## config.mk

```make
export PLATFORM = sky130hd
export DESIGN_NAME = gcd_client_flat
export DESIGN_NICKNAME = d
export VERILOG_FILES = /design/src/rtl/gcd_pkg.sv /design/src/rtl/gcd_client_if.sv /design/src/rtl/gcd_op_fifo.sv /design/src/rtl/gcd_client.sv /design/src/flat_wrapper.sv
export SDC_FILE = /design/constraint.sdc
export NUM_CORES = 1
export LEC_CHECK = 0
export BUFFER_PORTS_ARGS = -buffer_cell sky130_fd_sc_hd__buf_4
export CAP_MARGIN = 10
export CORE_ASPECT_RATIO = 1.2
export CORE_MARGIN = 2
export CORE_UTILIZATION = 55
export CTS_CLUSTER_DIAMETER = 100
export DETAILED_ROUTE_END_ITERATION = 10
export GPL_ROUTABILITY_DRIVEN = 0
export PLACE_DENSITY_LB_ADDON = 0.15
export SETUP_SLACK_MARGIN = 0.2
export SLEW_MARGIN = 20
export SYNTH_ARGS = -nofsm -noshare
export SYNTH_HDL_FRONTEND = slang
export SYNTH_SLANG_ARGS = --single-unit
```

## constraint.sdc

```tcl
create_clock -name clk -period 2.7 [get_ports clk]
set_clock_uncertainty 0.05 [all_clocks]
set_input_delay 0.405 -clock clk [delete_from_list [all_inputs] [get_ports clk]]
set_output_delay 0.405 -clock clk [all_outputs]
set_load 0.01 [all_outputs]
```

## src/rtl/gcd_pkg.sv

```systemverilog
// gcd_pkg: shared word length and client FSM state type for the GCD client slice
package gcd_pkg;
    localparam int GCD_WL = 8;
    typedef enum logic [1:0] {
        ISSUE   = 2'd0,
        WAIT    = 2'd1,
        DELIVER = 2'd2
    } client_state_t;
endpackage

```

## src/rtl/gcd_client_if.sv

```systemverilog
// gcd_client_if: command, operand, result and delivery val/rdy channels of the GCD client
interface gcd_client_if
    import gcd_pkg::*;
#(
    parameter int WL = GCD_WL
) ();
    logic          cmd_val;
    logic          cmd_rdy;
    logic [WL-1:0] cmd_a;
    logic [WL-1:0] cmd_b;
    logic          ops_val;
    logic          ops_rdy;
    logic [WL-1:0] ops_a;
    logic [WL-1:0] ops_b;
    logic          res_val;
    logic          res_rdy;
    logic [WL-1:0] res_gcd;
    logic          out_val;
    logic          out_rdy;
    logic [WL-1:0] out_a;
    logic [WL-1:0] out_b;
    logic [WL-1:0] out_gcd;
    modport master (
        input  cmd_val, cmd_a, cmd_b, ops_rdy, res_val, res_gcd, out_rdy,
        output cmd_rdy, ops_val, ops_a, ops_b, res_rdy, out_val, out_a, out_b, out_gcd
    );
    modport slave (
        output cmd_val, cmd_a, cmd_b, ops_rdy, res_val, res_gcd, out_rdy,
        input  cmd_rdy, ops_val, ops_a, ops_b, res_rdy, out_val, out_a, out_b, out_gcd
    );
endinterface

```

## src/rtl/gcd_op_fifo.sv

```systemverilog
// gcd_op_fifo: operand-pair FIFO, power-of-2 depth, caller never pushes when full or pops when empty
module gcd_op_fifo
    import gcd_pkg::*;
#(
    parameter int W     = 2 * GCD_WL,
    parameter int DEPTH = 4
) (
    input  logic         clk,
    input  logic         rst_b,
    input  logic         i_push,
    input  logic         i_pop,
    input  logic [W-1:0] i_data,
    output logic [W-1:0] o_data,
    output logic         o_full,
    output logic         o_empty
);
    localparam int AW = $clog2(DEPTH);
    logic [W-1:0]  r_mem [DEPTH];
    logic [AW-1:0] r_wr;
    logic [AW-1:0] r_rd;
    logic [AW:0]   r_cnt;
    assign o_full  = r_cnt == (AW+1)'(DEPTH);
    assign o_empty = r_cnt == '0;
    assign o_data  = r_mem[r_rd];
    // storage needs no reset: the occupancy count hides stale entries
    always_ff @(posedge clk)
        if (i_push) r_mem[r_wr] <= i_data;
    // pointers wrap naturally at DEPTH; simultaneous push and pop keep the count
    always_ff @(posedge clk or negedge rst_b)
        if (!rst_b) begin
            r_wr  <= '0;
            r_rd  <= '0;
            r_cnt <= '0;
        end else begin
            if (i_push) r_wr <= r_wr + AW'(1);
            if (i_pop) r_rd <= r_rd + AW'(1);
            if (i_push && !i_pop) r_cnt <= r_cnt + (AW+1)'(1);
            else if (!i_push && i_pop) r_cnt <= r_cnt - (AW+1)'(1);
        end
endmodule

```

## src/rtl/gcd_client.sv

```systemverilog
// gcd_client: buffers operand pairs, issues them one at a time to the GCD unit and delivers tagged results
module gcd_client
    import gcd_pkg::*;
#(
    parameter int WL    = GCD_WL,
    parameter int DEPTH = 4,
    parameter int CNT_W = 16
) (
    input  logic              clk,
    input  logic              rst_b,
    gcd_client_if.master      bus,
    output logic [CNT_W-1:0]  done_cnt,
    output logic              busy
);
    client_state_t    r_state;
    logic [WL-1:0]    r_cur_a;
    logic [WL-1:0]    r_cur_b;
    logic [WL-1:0]    r_out_a;
    logic [WL-1:0]    r_out_b;
    logic [WL-1:0]    r_out_gcd;
    logic [CNT_W-1:0] r_done;
    logic [2*WL-1:0]  w_head;
    logic             w_full;
    logic             w_empty;
    logic             w_push;
    logic             w_pop;
    logic             w_res_fire;
    logic             w_out_fire;
    assign w_push     = bus.cmd_val && !w_full;
    assign w_pop      = bus.ops_val && bus.ops_rdy;
    assign w_res_fire = bus.res_val && bus.res_rdy;
    assign w_out_fire = bus.out_val && bus.out_rdy;
    gcd_op_fifo #(.W(2 * WL), .DEPTH(DEPTH)) u_fifo (
        .clk     (clk),
        .rst_b   (rst_b),
        .i_push  (w_push),
        .i_pop   (w_pop),
        .i_data  ({bus.cmd_a, bus.cmd_b}),
        .o_data  (w_head),
        .o_full  (w_full),
        .o_empty (w_empty)
    );
    assign bus.cmd_rdy          = !w_full;
    assign {bus.ops_a, bus.ops_b} = w_head;
    assign bus.ops_val          = r_state == ISSUE && !w_empty;
    assign bus.res_rdy          = r_state == WAIT;
    assign bus.out_val          = r_state == DELIVER;
    assign bus.out_a            = r_out_a;
    assign bus.out_b            = r_out_b;
    assign bus.out_gcd          = r_out_gcd;
    assign done_cnt             = r_done;
    assign busy                 = !w_empty || r_state != ISSUE;
    // one pair in flight: the three fires are state-exclusive, so at most one branch acts per cycle
    always_ff @(posedge clk or negedge rst_b)
        if (!rst_b) begin
            r_state   <= ISSUE;
            r_cur_a   <= '0;
            r_cur_b   <= '0;
            r_out_a   <= '0;
            r_out_b   <= '0;
            r_out_gcd <= '0;
            r_done    <= '0;
        end else begin
            if (w_pop) begin
                r_cur_a <= w_head[2*WL-1:WL];
                r_cur_b <= w_head[WL-1:0];
                r_state <= WAIT;
            end
            if (w_res_fire) begin
                r_out_gcd <= bus.res_gcd;
                r_out_a   <= r_cur_a;
                r_out_b   <= r_cur_b;
                r_state   <= DELIVER;
            end
            if (w_out_fire) begin
                r_done  <= r_done + CNT_W'(1);
                r_state <= ISSUE;
            end
        end
endmodule

```

## src/flat_wrapper.sv

```systemverilog
// flat-port wrapper written by rule: the top's interface ports become plain ports
module gcd_client_flat import gcd_pkg::*;
#(
    parameter int WL    = GCD_WL,
    parameter int DEPTH = 4,
    parameter int CNT_W = 16
)
  (clk, rst_b, done_cnt, busy, bus_cmd_val, bus_cmd_a, bus_cmd_b, bus_ops_rdy, bus_res_val, bus_res_gcd, bus_out_rdy, bus_cmd_rdy, bus_ops_val, bus_ops_a, bus_ops_b, bus_res_rdy, bus_out_val, bus_out_a, bus_out_b, bus_out_gcd);
  gcd_client_if #(.WL(WL)) bus_i ();
  input  logic clk;
  input  logic rst_b;
  output logic [CNT_W-1:0] done_cnt;
  output logic busy;
  input wire logic [$bits(bus_i.cmd_val)-1:0] bus_cmd_val;
  input wire logic [$bits(bus_i.cmd_a)-1:0] bus_cmd_a;
  input wire logic [$bits(bus_i.cmd_b)-1:0] bus_cmd_b;
  input wire logic [$bits(bus_i.ops_rdy)-1:0] bus_ops_rdy;
  input wire logic [$bits(bus_i.res_val)-1:0] bus_res_val;
  input wire logic [$bits(bus_i.res_gcd)-1:0] bus_res_gcd;
  input wire logic [$bits(bus_i.out_rdy)-1:0] bus_out_rdy;
  output wire logic [$bits(bus_i.cmd_rdy)-1:0] bus_cmd_rdy;
  output wire logic [$bits(bus_i.ops_val)-1:0] bus_ops_val;
  output wire logic [$bits(bus_i.ops_a)-1:0] bus_ops_a;
  output wire logic [$bits(bus_i.ops_b)-1:0] bus_ops_b;
  output wire logic [$bits(bus_i.res_rdy)-1:0] bus_res_rdy;
  output wire logic [$bits(bus_i.out_val)-1:0] bus_out_val;
  output wire logic [$bits(bus_i.out_a)-1:0] bus_out_a;
  output wire logic [$bits(bus_i.out_b)-1:0] bus_out_b;
  output wire logic [$bits(bus_i.out_gcd)-1:0] bus_out_gcd;
  assign bus_i.cmd_val = bus_cmd_val;
  assign bus_i.cmd_a = bus_cmd_a;
  assign bus_i.cmd_b = bus_cmd_b;
  assign bus_i.ops_rdy = bus_ops_rdy;
  assign bus_i.res_val = bus_res_val;
  assign bus_i.res_gcd = bus_res_gcd;
  assign bus_i.out_rdy = bus_out_rdy;
  assign bus_cmd_rdy = bus_i.cmd_rdy;
  assign bus_ops_val = bus_i.ops_val;
  assign bus_ops_a = bus_i.ops_a;
  assign bus_ops_b = bus_i.ops_b;
  assign bus_res_rdy = bus_i.res_rdy;
  assign bus_out_val = bus_i.out_val;
  assign bus_out_a = bus_i.out_a;
  assign bus_out_b = bus_i.out_b;
  assign bus_out_gcd = bus_i.out_gcd;
  gcd_client #(.WL(WL), .DEPTH(DEPTH), .CNT_W(CNT_W)) u_core (.clk(clk), .rst_b(rst_b), .bus(bus_i), .done_cnt(done_cnt), .busy(busy));
endmodule
```

==> flow_summary.ini <==
[yosys]
syn_avg_cell_area_um2 = 18.53
synth-warning-count = 0
synth.distinct_cells = 35
synth-seq-area-share = 0.6937
synth_seq_cells = 129
synth_cells = 276
syn_nets = 313
synth_area_um2 = 5115

[critical_path]
cp_data_arrival_time_ns = 1.93
worstReg2RegStart = u_core.u_fifo.r_cnt[0]
start_kind = register
r2r-end = u_core.u_fifo.r_cnt[2]
required_ns = 2.25
critPathKind = register to output pin
ff2ff_setup_slack_ns = 0.57
cp-startpoint = u_core.u_fifo.r_rd[0]
reg2reg_depth = 9
critPathCaptureType = output pin
crit_fanout = 12

[clocking]
clock_path_buffers = 2
clock_sinks = 129
cts_root_buf = clkbuf_8
htree_levels = 4
cts_tree = yes
postCtsSetupRepairBufs = 0
clk_pin_slew_worst_paths_ns = 0.06
clkLatencyLatePin_ns = 0.52
cts_buffers = 17
cts_resized = 0

[sta]
timing.final.ws_setup_ns = 0.3106
maxSlewHeadroom = 0.4589
period_needed_ns = 2.389
finalMaxSlewViolations = 0
period_share = 0.8850
hold_violations = 0
max_freq_ghz = 0.4185
rsz0062_at_grt = no
setup_viol = 0
tightest_slew_ns = 0.8117
fin_setup_tns_ns = 0

[pwr]
leakagePower_nw = 2.777
power_density_nw_per_um2 = 1182
ir_drop_mv = 0.7321

[hold_path]
min_from = bus_cmd_b[2]
hold_depth = 1
hold_end = u_core.u_fifo.r_mem[2][2]
worstHoldPathType = primary input to register

[cells_and_area]
drive_above_1_share = 0.4687
n_fill_cell = 586
diodes = 0
syn2layout_area_growth_pct = 27.35
final_util = 0.7211
nets = 423
final_cells = 519

[routing]
num_vias = 2725
ant_nets = 0
via_per_inst = 5.250
wl_um = 9033
drt_iter0_drc = 114
drt_first_pass_iters = 4
post_drt_wl_per_cell_um = 17.40
remaining_drc_errors = 0

[floorplan]
rows = 38
coreArea_um2 = 9034
die_w_um = 92.04
fp.dieArea_um2 = 10090
pin_count = 91
initial_core_util = 0.5662
die_h_um = 109.6

[placed_design]
portBuffers = 90
dp_hpwl_um = 5836
post-place-cells = 486
dp_slack_ns = 0.6023

[global_route]
grt_max_degree = 66
first_global_vias = 2767
grt_antenna_before_repair = 0
grt_use_total = 0.1968
grt_pass1_wl_um = 14320
grt_overflow = 0

[outcome]
status = completed

[flow_run]
max-cap-violations = 0
-- registers in the layout (all words and copies together), names as in the netlist --
signal	count
u_core.r_state	2
u_core.bus.out_gcd	8
u_core.bus.out_a	8
u_core.done_cnt	16
u_core.bus.out_b	8
u_core.u_fifo.r_wr	2
u_core.u_fifo.r_cnt	3
u_core.u_fifo.r_rd	2
u_core.r_cur_a	8
u_core.r_cur_b	8
u_core.u_fifo.r_mem	64
-- through the flow --
stage                     instance area (um^2)  total power, W  hold WS [ns]
after CTS                                 6514        0.007799       0.01036
after global placement                    5928        0.005506        0.4137
after floorplan                           5115        0.004543       0.05941
after detailed placement                  5928        0.005572        0.4266
after global routing                      6514        0.008120      0.007149
final                                     6514        0.007698       0.03737
-- cell usage after synthesis (all sizes together) --
| master | n | share of area |
|---|---|---|
| and2 | 2 | 0.0024 |
| nand4b | 1 | 0.0046 |
| and3 | 5 | 0.0061 |
| edfxtp | 64 | 0.38 |
| a21oi | 2 | 0.0020 |
| fa | 1 | 0.0039 |
| dfrtp | 65 | 0.32 |
| nand2 | 10 | 0.0093 |
| and2b | 1 | 0.0015 |
| and4b | 1 | 0.0020 |
| nand4 | 1 | 0.0012 |
| nor2 | 7 | 0.0051 |
| and4 | 1 | 0.0017 |
| buf | 8 | 0.014 |
| nor2b | 1 | 0.0012 |
| mux4 | 16 | 0.076 |
| nor3 | 3 | 0.0039 |
| nand3 | 10 | 0.0098 |
| xnor2 | 14 | 0.024 |
| o21ai | 1 | 0.00098 |
| xor2 | 7 | 0.012 |
| nor4 | 2 | 0.0066 |
| mux2 | 43 | 0.10 |
| ha | 6 | 0.015 |
| inv | 4 | 0.0029 |
-- where the power goes --
part           total (W)  switching, W  internal [W]
Sequential       0.00303      0.000329       0.00270
Clock            0.00218      0.000859       0.00132
Combinational    0.00249       0.00112       0.00137
-- cell usage in the layout (no fill, tap or decap), types with 3 or more instances in the layout --
cell type and count:
nor2_1 7, mux2_2 36, mux4_2 8, and3_1 5, nand3_1 10, mux2_4 7
buf_4 98, dfrtp_1 65, xor2_1 7, inv_6 3, clkinvlp_4 4, inv_1 4
clkbuf_16 16, edfxtp_1 64, ha_1 6, xnor2_1 14, clkinv_4 4, mux4_1 8
nand2_1 8
-- final cells by class --
type | instances | area, um^2 | area share
Inverter | 4 | 15.01 | 0.002305
Clock inverter | 15 | 161.4 | 0.02478
Tap cell | 120 | 150.1 | 0.02305
Clock buffer | 17 | 414.1 | 0.06358
Timing Repair Buffer | 99 | 745.7 | 0.1145
Multi-Input combinational cell | 135 | 1479 | 0.2270
Sequential cell | 129 | 3548 | 0.5448
-- how the worst max path moves through the flow --
stage | end | slack (ns)
after global placement | u_core.u_fifo.r_cnt[2] | 0.68
after CTS | bus_ops_b[4] | 0.26
after detailed placement | u_core.u_fifo.r_cnt[2] | 0.60
after global routing | bus_ops_b[0] | 0.23
after floorplan | u_core.u_fifo.r_cnt[1] | 0.46
final | bus_ops_b[4] | 0.31
-- routing by layer --
| metal | vias to the layer above | GRT usage | wire, um |
|---|---|---|---|
| met2 | 96 | 0.3041 | 4434 |
| met3 | 15 | 0.07539 | 486 |
| li1 | 1269 | - | - |
| met1 | 1345 | 0.2554 | 3978 |
| met5 | - | 0 | 0 |
| met4 | 0 | 0.07889 | 134 |
-- kinds of logic after synthesis --
group	count (synthesis)	synth area share
flip-flops	129	0.6937
multiplexers	59	0.1761
AND/OR/NAND/NOR	45	0.05553
XOR/XNOR	21	0.03596
buffers and inverters	12	0.01712
adder cells (fa/ha/maj)	7	0.01859
AO/OA/AOI/OAI	3	0.002935
-- critical path, cell delays in order (launching register included) --
cell and delay, ns:
dfrtp_1 0.35, buf_4 0.26, mux4_1 0.63, buf_4 0.17
-- timing repair --
| item | CTS | global route |
|---|---|---|
| setup endpoints to repair | 0 | 0 |
| endpoints found under the hold margin | 65 | 0 |
| hold buffers | 1 | 0 |
Power figures use the tool's default switching activity.
